**config.mk**
```make
export PLATFORM = sky130hd
export DESIGN_NAME = seq_mult_unit
export DESIGN_NICKNAME = d
export VERILOG_FILES = /design/src/rtl/seq_mult_unit.sv
export SDC_FILE = /design/constraint.sdc
export NUM_CORES = 1
export LEC_CHECK = 0
export CAP_MARGIN = 20
export CORE_MARGIN = 3
export CORE_UTILIZATION = 40
export CTS_BUF_LIST = sky130_fd_sc_hd__clkbuf_8
export DETAILED_ROUTE_END_ITERATION = 10
export PLACE_DENSITY_LB_ADDON = 0.2
export SYNTH_ARGS = -nofsm -noshare
export SYNTH_HDL_FRONTEND = slang
export SYNTH_SLANG_ARGS = --single-unit
```
**constraint.sdc**
```tcl
create_clock -name clk -period 5.4 [get_ports clk]
set_input_delay 1.62 -clock clk [delete_from_list [all_inputs] [get_ports clk]]
set_output_delay 1.62 -clock clk [all_outputs]
set_load 0.01 [all_outputs]
```
**src/rtl/seq_mult_unit.sv**
```systemverilog
// Iterative shift-add multiplier: one multiplier bit per cycle, sign handled by
// magnitude multiply plus final negate, optional accumulate of each product.
module seq_mult_unit #(
  parameter int WIDTH = 8,
  parameter int ACC_W = 2*WIDTH+4
) (
  input  logic               clk,
  input  logic               rst,
  input  logic               in_valid,
  output logic               in_ready,
  input  logic [WIDTH-1:0]   op_a,
  input  logic [WIDTH-1:0]   op_b,
  input  logic               op_signed,
  input  logic               op_acc,
  input  logic               acc_clr,
  output logic               out_valid,
  input  logic               out_ready,
  output logic [2*WIDTH-1:0] result,
  output logic [ACC_W-1:0]   acc,
  output logic               busy
);
  localparam int PW = 2*WIDTH;
  localparam int CW = $clog2(WIDTH);

  typedef enum logic [1:0] {IDLE, BUSY, DONE} state_t;
  state_t state, state_nxt;

  logic [PW-1:0]    mcand, sum, sum_nxt, res_nxt;
  logic [WIDTH-1:0] mplier, mag_a, mag_b;
  logic [CW-1:0]    cnt;
  logic             neg, sgn, acc_en, accept, last;
  logic [ACC_W-1:0] ext_s, ext_u, ext;

  assign accept = in_valid && (state == IDLE);
  assign last   = (state == BUSY) && (cnt == CW'(WIDTH-1));

  // -2^(W-1) negates to itself, which read unsigned is exactly its magnitude
  assign mag_a = (op_signed && op_a[WIDTH-1]) ? -op_a : op_a;
  assign mag_b = (op_signed && op_b[WIDTH-1]) ? -op_b : op_b;

  assign sum_nxt = sum + (mplier[0] ? mcand : '0);
  assign res_nxt = neg ? -sum_nxt : sum_nxt;
  assign ext_s   = ACC_W'($signed(res_nxt));
  assign ext_u   = ACC_W'(res_nxt);
  assign ext     = sgn ? ext_s : ext_u;

  always_ff @(posedge clk or posedge rst) begin
    if (rst) state <= IDLE;
    else     state <= state_nxt;
  end

  always_comb begin
    state_nxt = state;
    case (state)
      IDLE:    if (in_valid)  state_nxt = BUSY;
      BUSY:    if (last)      state_nxt = DONE;
      DONE:    if (out_ready) state_nxt = IDLE;
      default:                state_nxt = IDLE;
    endcase
  end

  always_comb begin
    in_ready  = (state == IDLE);
    busy      = (state == BUSY);
    out_valid = (state == DONE);
  end

  always_ff @(posedge clk or posedge rst) begin
    if (rst) begin
      mcand  <= '0;
      mplier <= '0;
      sum    <= '0;
      cnt    <= '0;
      neg    <= 1'b0;
      sgn    <= 1'b0;
      acc_en <= 1'b0;
      result <= '0;
    end else if (accept) begin
      mcand  <= {{WIDTH{1'b0}}, mag_a};
      mplier <= mag_b;
      sum    <= '0;
      cnt    <= '0;
      neg    <= op_signed & (op_a[WIDTH-1] ^ op_b[WIDTH-1]);
      sgn    <= op_signed;
      acc_en <= op_acc;
    end else if (state == BUSY) begin
      sum    <= sum_nxt;
      mcand  <= mcand << 1;
      mplier <= mplier >> 1;
      cnt    <= last ? '0 : cnt + CW'(1);
      if (last) result <= res_nxt;
    end
  end

  // clear takes priority over a product landing on the same edge
  always_ff @(posedge clk or posedge rst) begin
    if (rst)                 acc <= '0;
    else if (acc_clr)        acc <= '0;
    else if (last && acc_en) acc <= acc + ext;
  end
endmodule

```
==> run summary, run 1 <==
Worst setup EP type - flip-flop
clk root buf - sky130_fd_sc_hd__clkbuf_8
maximum fanout encountered on the critical timing path - 5
summed instance area of the synthesized netlist - 5797 um2
Final Worst Setup Slack - 0.2275 ns
clk sink count - 84
run status - finished, final reports clean
WS Path Type - flip-flop to flip-flop
floorplan row count - 43
Worst Hold Margin - 0.4894 ns
final std cell area, no fill - 7123 um2
kind of start point of the critical path - flip-flop
number of I/O pins - 62
post-synthesis cell count - 670
sequential area share after synthesis - 36.26%
post-route antenna net violation count - 0
Setup violations, final - 0
layout cell share with drive strength beyond 1 - 13.80%
area of the die - 15,970 um2
first-pass GRT wire length - 23,420 um
stage delay of the slowest cell on the critical path - 0.41 ns
synthesis warning total - 0
leading post-synthesis cells by cell area - sky130_fd_sc_hd__dfrtp_1 36%, sky130_fd_sc_hd__ha_1 8.4%, sky130_fd_sc_hd__nand2_1 6.9%
internal portion of total power - 2.439 mW
combinational share of power - 66.8%
Tightest Pin Transition - 0.8862 ns
TritonCTS clock tree - built
total grt overflow - 0
leakage dissipation - 3.104 nW
cell area power density - 629.2 nW/um2
post-route core utilization - 50.73%
CTS H-Tree Depth - 3
detailed-route DRC error count - 0
effective utilization at floorplan - 41.28%
setup TNS - 0 ns
First-pass DRT Iterations - 5
Core Box Area - 14,040 um2
Required @ worst endpoint - 5.66 ns
Max VDD drop - 0.0002648 V
number of placed instances with taps included - 893
vias - 4,940
Main synth FF type - sky130_fd_sc_hd__dfrtp_1
DRT iter0 DRCs - 315
standard cell area after detailed placement - 6603 um2
switching power total - 2.043 mW
most numerous cell types in the synthesized netlist - 107 x sky130_fd_sc_hd__nand2_1, 84 x sky130_fd_sc_hd__dfrtp_1, 53 x sky130_fd_sc_hd__nor2_1, 39 x sky130_fd_sc_hd__ha_1, 38 x sky130_fd_sc_hd__a21oi_1
count of input and output buffers - 61
count of placed standard cells in the final layout, fillers left out - 919
routed length per placed instance - 15.23 um
floorplan die width - 126.4 um
signal arrival time at the worst endpoint - 5.43 ns
Post-Synthesis Mean Instance Area - 8.652 um2
post-placement worst setup slack - -0.002331 ns
Antenna diodes - 0
filler cell count in the final layout - 1,348
Final Cycle Share - 95.79%
fraction of power spent switching nets - 45.58%
share of flip-flops with an asynchronous set or reset after synthesis - 100.0%
Max Clk Rate - 193.3 MHz
count of pins over their slew limit - 0
number of antenna violations at the first check in global routing - 0
remaining max-slew budget at the tightest pin - 40.77%
most frequent cell after synthesis - sky130_fd_sc_hd__nand2_1
cells traversed along the worst timing path - and2_1 -> ha_2 -> inv_2 -> fa_2 -> nand2b_4 -> a21oi_4 -> o21a_1 -> o32ai_4 -> nand3_1 -> and2_1 -> xnor2_2 -> ha_1 -> and3_4 -> and3_1 -> a211o_1 -> a31o_2 -> a21oi_4 -> nor2b_2 -> nor4_2 -> nor3_2 -> a22oi_2 -> o31ai_4 -> mux2i_1 -> mux2_4
routability-driven placement congestion ratio - 0.8554
area leader, netlist - sky130_fd_sc_hd__dfrtp_1
Synth Register Bits - 84
Net Count, Synth - 734
cts bufs inserted - 9
overall global routing resource usage - 17.69%
number of enable flip-flop cells after synthesis - 0
total of max-cap violations - 0
Vias/cell - 5.375
post-layout net count - 799
Clock Pin Slew Worst Setup and Hold Paths - 0.08 ns
clock latency of the later-clocked register in the worst-skew pair - 0.38 ns
total wire length after detailed routing - 14,000 um
Max Clock Skew - 0.01640 ns
Die Height - 126.4 um
count of final hold-check violations - 0
P&R area growth vs syn - 22.88%
area share of the leading cell type in the synthesized netlist - 36.26%
Max Root-Sink Buffers - 2
hold crit path type - flip-flop to flip-flop
highest-delay cell along the critical path - sky130_fd_sc_hd__dfrtp_1
HPWL Detailed - 10,090 um
vias in the first global route - 4,915
largest net degree at the start of global routing - 57
post-route total power - 4.482 mW
clock period minus final worst setup slack - 5.173 ns
distinct cell type count of the synthesized netlist - 64
share of power burned in registers - 22.7%
clock network fraction of design power - 10.5%
repair_timing:
action / CTS / global route
endpoints found under the setup margin: 1 / 2
pin swaps: 0 / 20
gates resized for setup: 1 / 42
hold buffers: 0 / 0
buffers inserted: 0 / 10
cloned: 0 / 0
logic make-up (layout without fill, tap and decap cells):
| logic type | Yosys count | count (layout) | share of synthesized area (%) |
|---|---|---|---|
| compound gates | 161 | 161 | 18.93 |
| buf+inv | 52 | 121 | 3.453 |
| simple gates | 264 | 264 | 21.13 |
| xor+xnor | 51 | 51 | 7.835 |
| fa+ha+maj | 41 | 41 | 9.109 |
| mux | 17 | 17 | 3.281 |
| flops | 84 | 84 | 36.26 |
layout make-up:
class | instances | area [um2] | area share (%)
clock inverter | 4 | 50.05 | 0.7026
sequential | 84 | 2102 | 29.51
inverter | 23 | 87.58 | 1.230
tap | 180 | 225.2 | 3.162
clock buffer | 11 | 151.4 | 2.125
multi-input combinational | 534 | 3711 | 52.10
timing repair buffer | 83 | 795.8 | 11.17
registers in the layout, summed over array words and instances, names as in the netlist:
name	flops
acc	20
state	2
cnt	3
sgn	1
acc_en	1
result	16
mplier	8
sum	16
neg	1
mcand	16
power groups by stage:
stage | registers [mW] | clock network, mW | logic (mW)
final | 1.02 | 0.470 | 2.99
after floorplan | 1.01 | 0 | 1.93
after CTS | 1.02 | 0.487 | 2.65
after global placement | 1.02 | 0 | 2.57
after global routing | 1.05 | 0.511 | 3.32
after detailed placement | 1.03 | 0 | 2.64
worst max-delay path, delay by kind of cell (launching register included):
family                     cells  cell delay [ns]
AOI/OAI and AO/OA              8             1.70
xor gates and xnor gates       1             0.14
adders and majority gates      3             0.75
buffers and inverters          1             0.07
DFF                            1             0.41
muxes                          2             0.51
and+or+nand+nor                9             1.52
metal layers:
| metal | vias up | routed length, um | global-route usage (%) |
|---|---|---|---|
| li1 | 2485 | - | - |
| met1 | 2348 | 6758 | 24.00 |
| met2 | 93 | 6542 | 28.86 |
| met3 | 14 | 485 | 2.821 |
| met4 | 0 | 212 | 5.994 |
| met5 | - | 0 | 0 |
cell usage in the layout (no fill, tap or decap), types with 3 or more instances in the layout:
cell type                         Yosys  layout
sky130_fd_sc_hd__nor4_2               1       3
sky130_fd_sc_hd__clkdlybuf4s50_1      0      61
sky130_fd_sc_hd__a31oi_1             19      19
sky130_fd_sc_hd__nand2_1            107     106
sky130_fd_sc_hd__xor2_1              20      18
sky130_fd_sc_hd__nand3b_1             6       6
sky130_fd_sc_hd__o21ai_2              0       3
sky130_fd_sc_hd__a21o_1              10      10
sky130_fd_sc_hd__o31ai_1              6       4
sky130_fd_sc_hd__mux2_2              15      15
sky130_fd_sc_hd__xnor2_1             30      27
sky130_fd_sc_hd__xor2_2               1       3
sky130_fd_sc_hd__and2_1              19      19
sky130_fd_sc_hd__a21oi_1             38      34
sky130_fd_sc_hd__a22o_1               3       3
sky130_fd_sc_hd__o21a_1               5       5
sky130_fd_sc_hd__clkbuf_8             0      11
sky130_fd_sc_hd__nor2b_1              7       6
sky130_fd_sc_hd__nand3_1             28      28
sky130_fd_sc_hd__xnor2_2              0       3
sky130_fd_sc_hd__nand2b_1             9       8
sky130_fd_sc_hd__ha_2                 0       4
sky130_fd_sc_hd__dfrtp_1             84      84
sky130_fd_sc_hd__buf_4                0      21
sky130_fd_sc_hd__o21ai_0             37      37
sky130_fd_sc_hd__inv_1               23      22
sky130_fd_sc_hd__o211ai_1             5       5
sky130_fd_sc_hd__nor2_1              53      51
sky130_fd_sc_hd__ha_1                39      33
sky130_fd_sc_hd__a21oi_2              1       3
sky130_fd_sc_hd__and3_1               6       5
sky130_fd_sc_hd__nor3_1              15      13
sky130_fd_sc_hd__a211oi_1             8       8
worst paths after layout:
check	startpoint	endpoint	slack, ns	cells after the start
min in group asynchronous	rst	sum[4]	1.59	2
min	result[1]	result[1]	0.49	2
max in group asynchronous	rst	sum[15]	2.70	3
max	mplier[0]	acc[19]	0.23	24
max reg2reg	mplier[0]	acc[19]	0.23	24
min reg2reg	result[1]	result[1]	0.49	2
(Power assumes the default switching activity.)
==> run 2: changes to the inputs <==
--- a/config.mk
+++ b/config.mk
@@ -7,9 +7,10 @@
 export LEC_CHECK = 0
 export CAP_MARGIN = 20
 export CORE_MARGIN = 3
-export CORE_UTILIZATION = 40
+export CORE_UTILIZATION = 54
 export CTS_BUF_LIST = sky130_fd_sc_hd__clkbuf_8
 export DETAILED_ROUTE_END_ITERATION = 10
+export MAX_ROUTING_LAYER = met4
 export PLACE_DENSITY_LB_ADDON = 0.2
 export SYNTH_ARGS = -nofsm -noshare
 export SYNTH_HDL_FRONTEND = slang
==> run 2 against run 1 <==
Design area is 2.2% lower. Final cell count is 5.0% lower. Critical endpoint unchanged. Die area is 25% lower. Core utilization is 16 points higher. Power is 4.3% lower. Wire length is 6.1% lower. Fmax is 0.61% higher.
==> run summary, run 2 (synthesized netlist as in run 1, its figures left out) <==
hold crit path type - flip-flop to flip-flop
remaining max-slew budget at the tightest pin - 41.40%
vias in the first global route - 4,596
largest register by flop count - acc
Final Worst Setup Slack - 0.2588 ns
Tightest Pin Transition - 0.8768 ns
Vias/cell - 5.764
clock latency of the later-clocked register in the worst-skew pair - 0.36 ns
area of the die - 12,010 um2
run status - finished, final reports clean
Max Clock Skew - 0.01134 ns
highest-delay cell along the critical path - sky130_fd_sc_hd__dfrtp_2
total of max-cap violations - 0
count of final hold-check violations - 0
count of input and output buffers - 61
overall global routing resource usage - 23.26%
number of I/O pins - 62
vias - 5,032
setup slack, reg-to-reg - 0.26 ns
Worst setup EP type - flip-flop
leading cell types in the layout, fill and taps excluded - 105 x sky130_fd_sc_hd__nand2_1, 83 x sky130_fd_sc_hd__dfrtp_1, 61 x sky130_fd_sc_hd__clkdlybuf4s50_1
cell area power density - 615.7 nW/um2
kind of start point of the critical path - flip-flop
cts bufs inserted - 9
clk root buf - sky130_fd_sc_hd__clkbuf_8
floorplan row count - 37
beginning of the worst hold path - result[1]
Clock Pin Slew Worst Setup and Hold Paths - 0.08 ns
First-pass DRT Iterations - 5
leakage dissipation - 3.072 nW
TritonCTS clock tree - built
Worst Path Buf+Inv - 1
Required @ worst endpoint - 5.64 ns
routability-driven placement congestion ratio - 0.8616
total grt overflow - 0
HPWL Detailed - 9648 um
post-placement worst setup slack - 0.05888 ns
floorplan die width - 109.6 um
clock period minus final worst setup slack - 5.141 ns
first-pass GRT wire length - 21,720 um
Max Clk Rate - 194.5 MHz
number of flip-flops in the largest register - 20
r2r startpoint - mplier[0]
post-route antenna net violation count - 0
number of antenna violations at the first check in global routing - 0
layout cell share with drive strength beyond 1 - 13.03%
effective utilization at floorplan - 55.90%
clk sink count - 84
DRT iter0 DRCs - 346
P&R area growth vs syn - 20.16%
signal arrival time at the worst endpoint - 5.39 ns
Final Cycle Share - 95.21%
Core Box Area - 10,370 um2
count of pins over their slew limit - 0
end point of the most critical hold path - result[1]
Setup violations, final - 0
maximum fanout encountered on the critical timing path - 5
post-route core utilization - 67.17%
Die Height - 109.6 um
stage delay of the slowest cell on the critical path - 0.44 ns
Max Root-Sink Buffers - 2
total wire length after detailed routing - 13,140 um
hold path cells - 2
most frequent standard cell in the layout excluding fill and tap cells - sky130_fd_sc_hd__nand2_1
Top Family by Delay on Critical Path - compound AO/OA/AOI/OAI gates
detailed-route DRC error count - 0
routed length per placed instance - 15.05 um
Antenna diodes - 0
WS Path Type - flip-flop to flip-flop
Max VDD drop - 0.0003310 V
number of cells traversed by the worst register-to-register path - 25
largest net degree at the start of global routing - 52
CTS H-Tree Depth - 3
post-layout net count - 797
worst flop-to-flop path endpoint - acc[19]
==> run 2: changes by cell type in the layout (fill, tap and decap cells not counted), sizes merged <==
cell / before / now
clkinv: 2 / 3
bufinv: 1 / 0
clkinvlp: 1 / 0
inv: 23 / 24
buf: 22 / 20
==> run 2: layout make-up <==
cell class | count | area [um2]
Timing Repair Buffer | 81 | 784.5
Tap cell | 136 | 170.2
Inverter | 23 | 87.58
Clock buffer | 11 | 151.4
Multi-Input combinational cell | 534 | 3651
Clock inverter | 4 | 17.52
Sequential cell | 84 | 2103
Fill cell | 851 | 3405
==> run 2: layer usage <==
metal	wire [um]	GRT usage, %	up-vias
li1	-	-	2469
met1	6025	30.56	2398
met2	6247	37.93	142
met3	653	2.525	23
met4	212	7.391	0
met5	0	-	-
==> run 2: how the worst max path moves through the flow <==
stage	depth (start not counted)	slack, ns	to	startpoint
floorplan	25	0.35	acc[19]	mplier[0]
global placement	25	0.22	acc[19]	mplier[0]
detailed placement	25	0.06	acc[19]	mplier[0]
CTS	25	0.07	acc[19]	mplier[0]
global route	23	-0.11	acc[19]	mplier[0]
finish	25	0.26	acc[19]	mplier[0]
==> run 2: power by group <==
group | total [mW] | switching [mW] | internal (mW)
Combinational | 2.86 | 1.60 | 1.27
Sequential | 1.02 | 0.165 | 0.858
Clock | 0.401 | 0.216 | 0.185
Total | 4.29 | 1.98 | 2.31
==> run 2: stage by stage <==
step / hold slack (ns) / TNS, ns / total power, mW / cell area (um2) / instances
final: 0.4891 / 0 / 4.289 / 6965 / 873
after global routing: 0.5142 / -0.1374 / 4.680 / 6965 / 873
after CTS: 0.4910 / 0 / 4.019 / 6709 / 863
after detailed placement: 0.4767 / 0 / 3.614 / 6540 / 848
after global placement: 0.4610 / 0 / 3.514 / 6540 / 848
after floorplan: 0.4386 / 0 / 2.934 / 5797 / 670
==> run 2: repair_timing <==
item / 4_1_cts / 5_1_grt
hold buffers: 0 / 0
setup endpoints to repair: 0 / 2
gates resized for setup: 0 / 39
setup buffers: 0 / 9
==> run 2: worst min-delay path: stages, from the launching register on <==
cell and delay (ns):
sky130_fd_sc_hd__dfrtp_1 0.34, sky130_fd_sc_hd__nand2_1 0.04, sky130_fd_sc_hd__o21ai_0 0.07
==> run 3: changes to the inputs <==
--- a/config.mk
+++ b/config.mk
@@ -6,7 +6,6 @@
 export NUM_CORES = 1
 export LEC_CHECK = 0
 export CAP_MARGIN = 20
-export CORE_MARGIN = 3
 export CORE_UTILIZATION = 54
 export CTS_BUF_LIST = sky130_fd_sc_hd__clkbuf_8
 export DETAILED_ROUTE_END_ITERATION = 10
==> run 3 against run 2 <==
Clock-buffer cell count decreased by 1. Core utilization increased by 0.76 points. First-iteration DRC count decreased by 35%. Wire length increased by 0.49%. Clock skew decreased by 0.00076 ns. Sequential cell count unchanged. Critical path type unchanged. Largest cell class unchanged. Highest routed layer unchanged.
==> run summary, run 3 (synthesized netlist as in run 1, its figures left out) <==
run status - finished, final reports clean
Setup violations, final - 0
floorplan row count - 37
hold crit path type - flip-flop to flip-flop
effective utilization at floorplan - 55.90%
Final Cycle Share - 97.54%
vias in the first global route - 4,650
stage delay of the slowest cell on the critical path - 0.45 ns
hold path cells - 2
standard cell area after detailed placement - 6570 um2
Max VDD drop - 0.0003836 V
post-route antenna net violation count - 0
count of final hold-check violations - 0
leakage dissipation - 3.139 nW
floorplan die width - 105.6 um
number of placed instances with taps included - 852
clock network fraction of design power - 12.5%
First-pass DRT Iterations - 5
TritonCTS clock tree - built
Die Height - 105.6 um
Required @ worst endpoint - 5.65 ns
number of I/O pins - 62
Tightest Pin Transition - 0.9079 ns
post-route total power - 4.464 mW
vias - 5,037
post-route core utilization - 67.93%
Final Worst Setup Slack - 0.1328 ns
WS Path Type - flip-flop to flip-flop
HPWL Detailed - 9604 um
setup TNS - 0 ns
post-layout net count - 804
final std cell area, no fill - 7044 um2
post-placement worst setup slack - 0.04410 ns
r2r startpoint - mplier[0]
clock period minus final worst setup slack - 5.267 ns
Core Box Area - 10,370 um2
count of pins over their slew limit - 0
CTS H-Tree Depth - 3
cells traversed along the worst timing path - nand2_1 -> inv_1 -> ha_1 -> a211oi_2 -> o21bai_2 -> a2111oi_1 -> a311o_2 -> nand4b_4 -> nor2_4 -> nor2b_1 -> xnor2_1 -> ha_1 -> and3_4 -> and3_1 -> a211o_1 -> a31o_4 -> a21oi_4 -> nor2b_2 -> nor4_2 -> nor3_2 -> a22oi_2 -> o31ai_4 -> mux2i_1 -> mux2_1
clk root buf - sky130_fd_sc_hd__clkbuf_8
number of flip-flops in the largest register - 20
P&R area growth vs syn - 21.52%
count of placed standard cells in the final layout, fillers left out - 881
fraction of power spent switching nets - 44.76%
worst flop-to-flop path endpoint - acc[19]
Worst setup EP type - flip-flop
internal portion of total power - 2.466 mW
area of the die - 11,150 um2
highest-delay cell along the critical path - sky130_fd_sc_hd__dfrtp_2
cts bufs inserted - 9
share of power burned in registers - 22.9%
Max Clock Skew - 0.01057 ns
number of buffers inserted for hold repair after clock tree synthesis - 0
largest net degree at the start of global routing - 60
count of input and output buffers - 61
Clock Pin Slew Worst Setup and Hold Paths - 0.08 ns
combinational share of power - 64.6%
most frequent standard cell in the layout excluding fill and tap cells - sky130_fd_sc_hd__nand2_1
clock latency of the later-clocked register in the worst-skew pair - 0.37 ns
beginning of the worst hold path - result[0]
number of cells traversed by the worst register-to-register path - 24
Worst Hold Margin - 0.4847 ns
routability-driven placement congestion ratio - 0.8945
total wire length after detailed routing - 13,200 um
leading cell types in the layout, fill and taps excluded - 107 x sky130_fd_sc_hd__nand2_1, 83 x sky130_fd_sc_hd__dfrtp_1, 61 x sky130_fd_sc_hd__clkdlybuf4s50_1
overall global routing resource usage - 25.06%
total of max-cap violations - 0
switching power total - 1.998 mW
signal arrival time at the worst endpoint - 5.52 ns
cell area power density - 633.7 nW/um2
routed length per placed instance - 14.99 um
detailed-route DRC error count - 0
first-pass GRT wire length - 21,860 um
layout cell share with drive strength beyond 1 - 12.89%
DRT iter0 DRCs - 225
Vias/cell - 5.717
kind of start point of the critical path - flip-flop
clk sink count - 84
number of antenna violations at the first check in global routing - 0
Antenna diodes - 0
end point of the most critical hold path - result[0]
largest register by flop count - acc
Max Clk Rate - 189.9 MHz
total grt overflow - 0
setup slack, reg-to-reg - 0.13 ns
library cell appearing most often on the critical path - sky130_fd_sc_hd__ha_1
Max Root-Sink Buffers - 2
maximum fanout encountered on the critical timing path - 8
remaining max-slew budget at the tightest pin - 39.32%
-- run 3: changes by cell type in the layout (fill, tap and decap cells not counted), sizes merged --
cell      delta
inv          -2
clkbuf       -1
bufinv       +3
clkinvlp     +1
buf          +7
-- run 3: how the worst max path moves through the flow --
stage	from	end	slack, ns	depth (start not counted)
3_3_place_gp	mplier[0]	acc[19]	0.20	25
3_5_place_dp	mplier[0]	acc[19]	0.04	25
5_1_grt	mplier[0]	acc[19]	-0.11	24
2_1_floorplan	mplier[0]	acc[19]	0.35	25
6_report	mplier[0]	acc[19]	0.13	24
4_1_cts	mplier[0]	acc[19]	0.02	25
-- run 3: layer usage --
metal	part of all wire (%)	vias up	global-route usage (%)	wire (um)
met4	1.8	0	9.028	236
li1	-	2490	-	-
met2	49	102	40.93	6479
met5	0	-	-	0
met1	46	2425	32.48	6069
met3	3.2	20	2.659	417
-- run 3: area by class of cell --
cell class / count / area (um2)
inverter: 23 / 87.58
tap: 136 / 170.2
clock buffer: 10 / 137.6
sequential: 84 / 2103
timing repair buffer: 88 / 825.8
clock inverter: 6 / 111.4
fill: 831 / 3326
multi-input combinational: 534 / 3608
-- run 3: repair_timing --
item,CTS,global route
gates resized for setup,0,26
endpoints found under the setup margin,0,3
setup buffers,0,12
-- run 3: power groups by stage --
| stage | logic (mW) | registers [mW] | clock network [mW] |
|---|---|---|---|
| after detailed placement | 2.63 | 1.03 | 0 |
| after global routing | 3.19 | 1.05 | 0.588 |
| after floorplan | 1.93 | 1.01 | 0 |
| after global placement | 2.55 | 1.02 | 0 |
| final | 2.89 | 1.02 | 0.558 |
| after CTS | 2.64 | 1.02 | 0.563 |
-- run 3: worst max-delay path, delay by kind of cell (launching register included) --
family	cells	cell delay [ns]
buffers and inverters	1	0.06
AND/OR/NAND/NOR	9	1.27
flip-flops	1	0.45
multiplexers	2	0.52
XOR/XNOR	1	0.14
AO/OA/AOI/OAI	9	2.08
adder cells (fa/ha/maj)	2	0.65
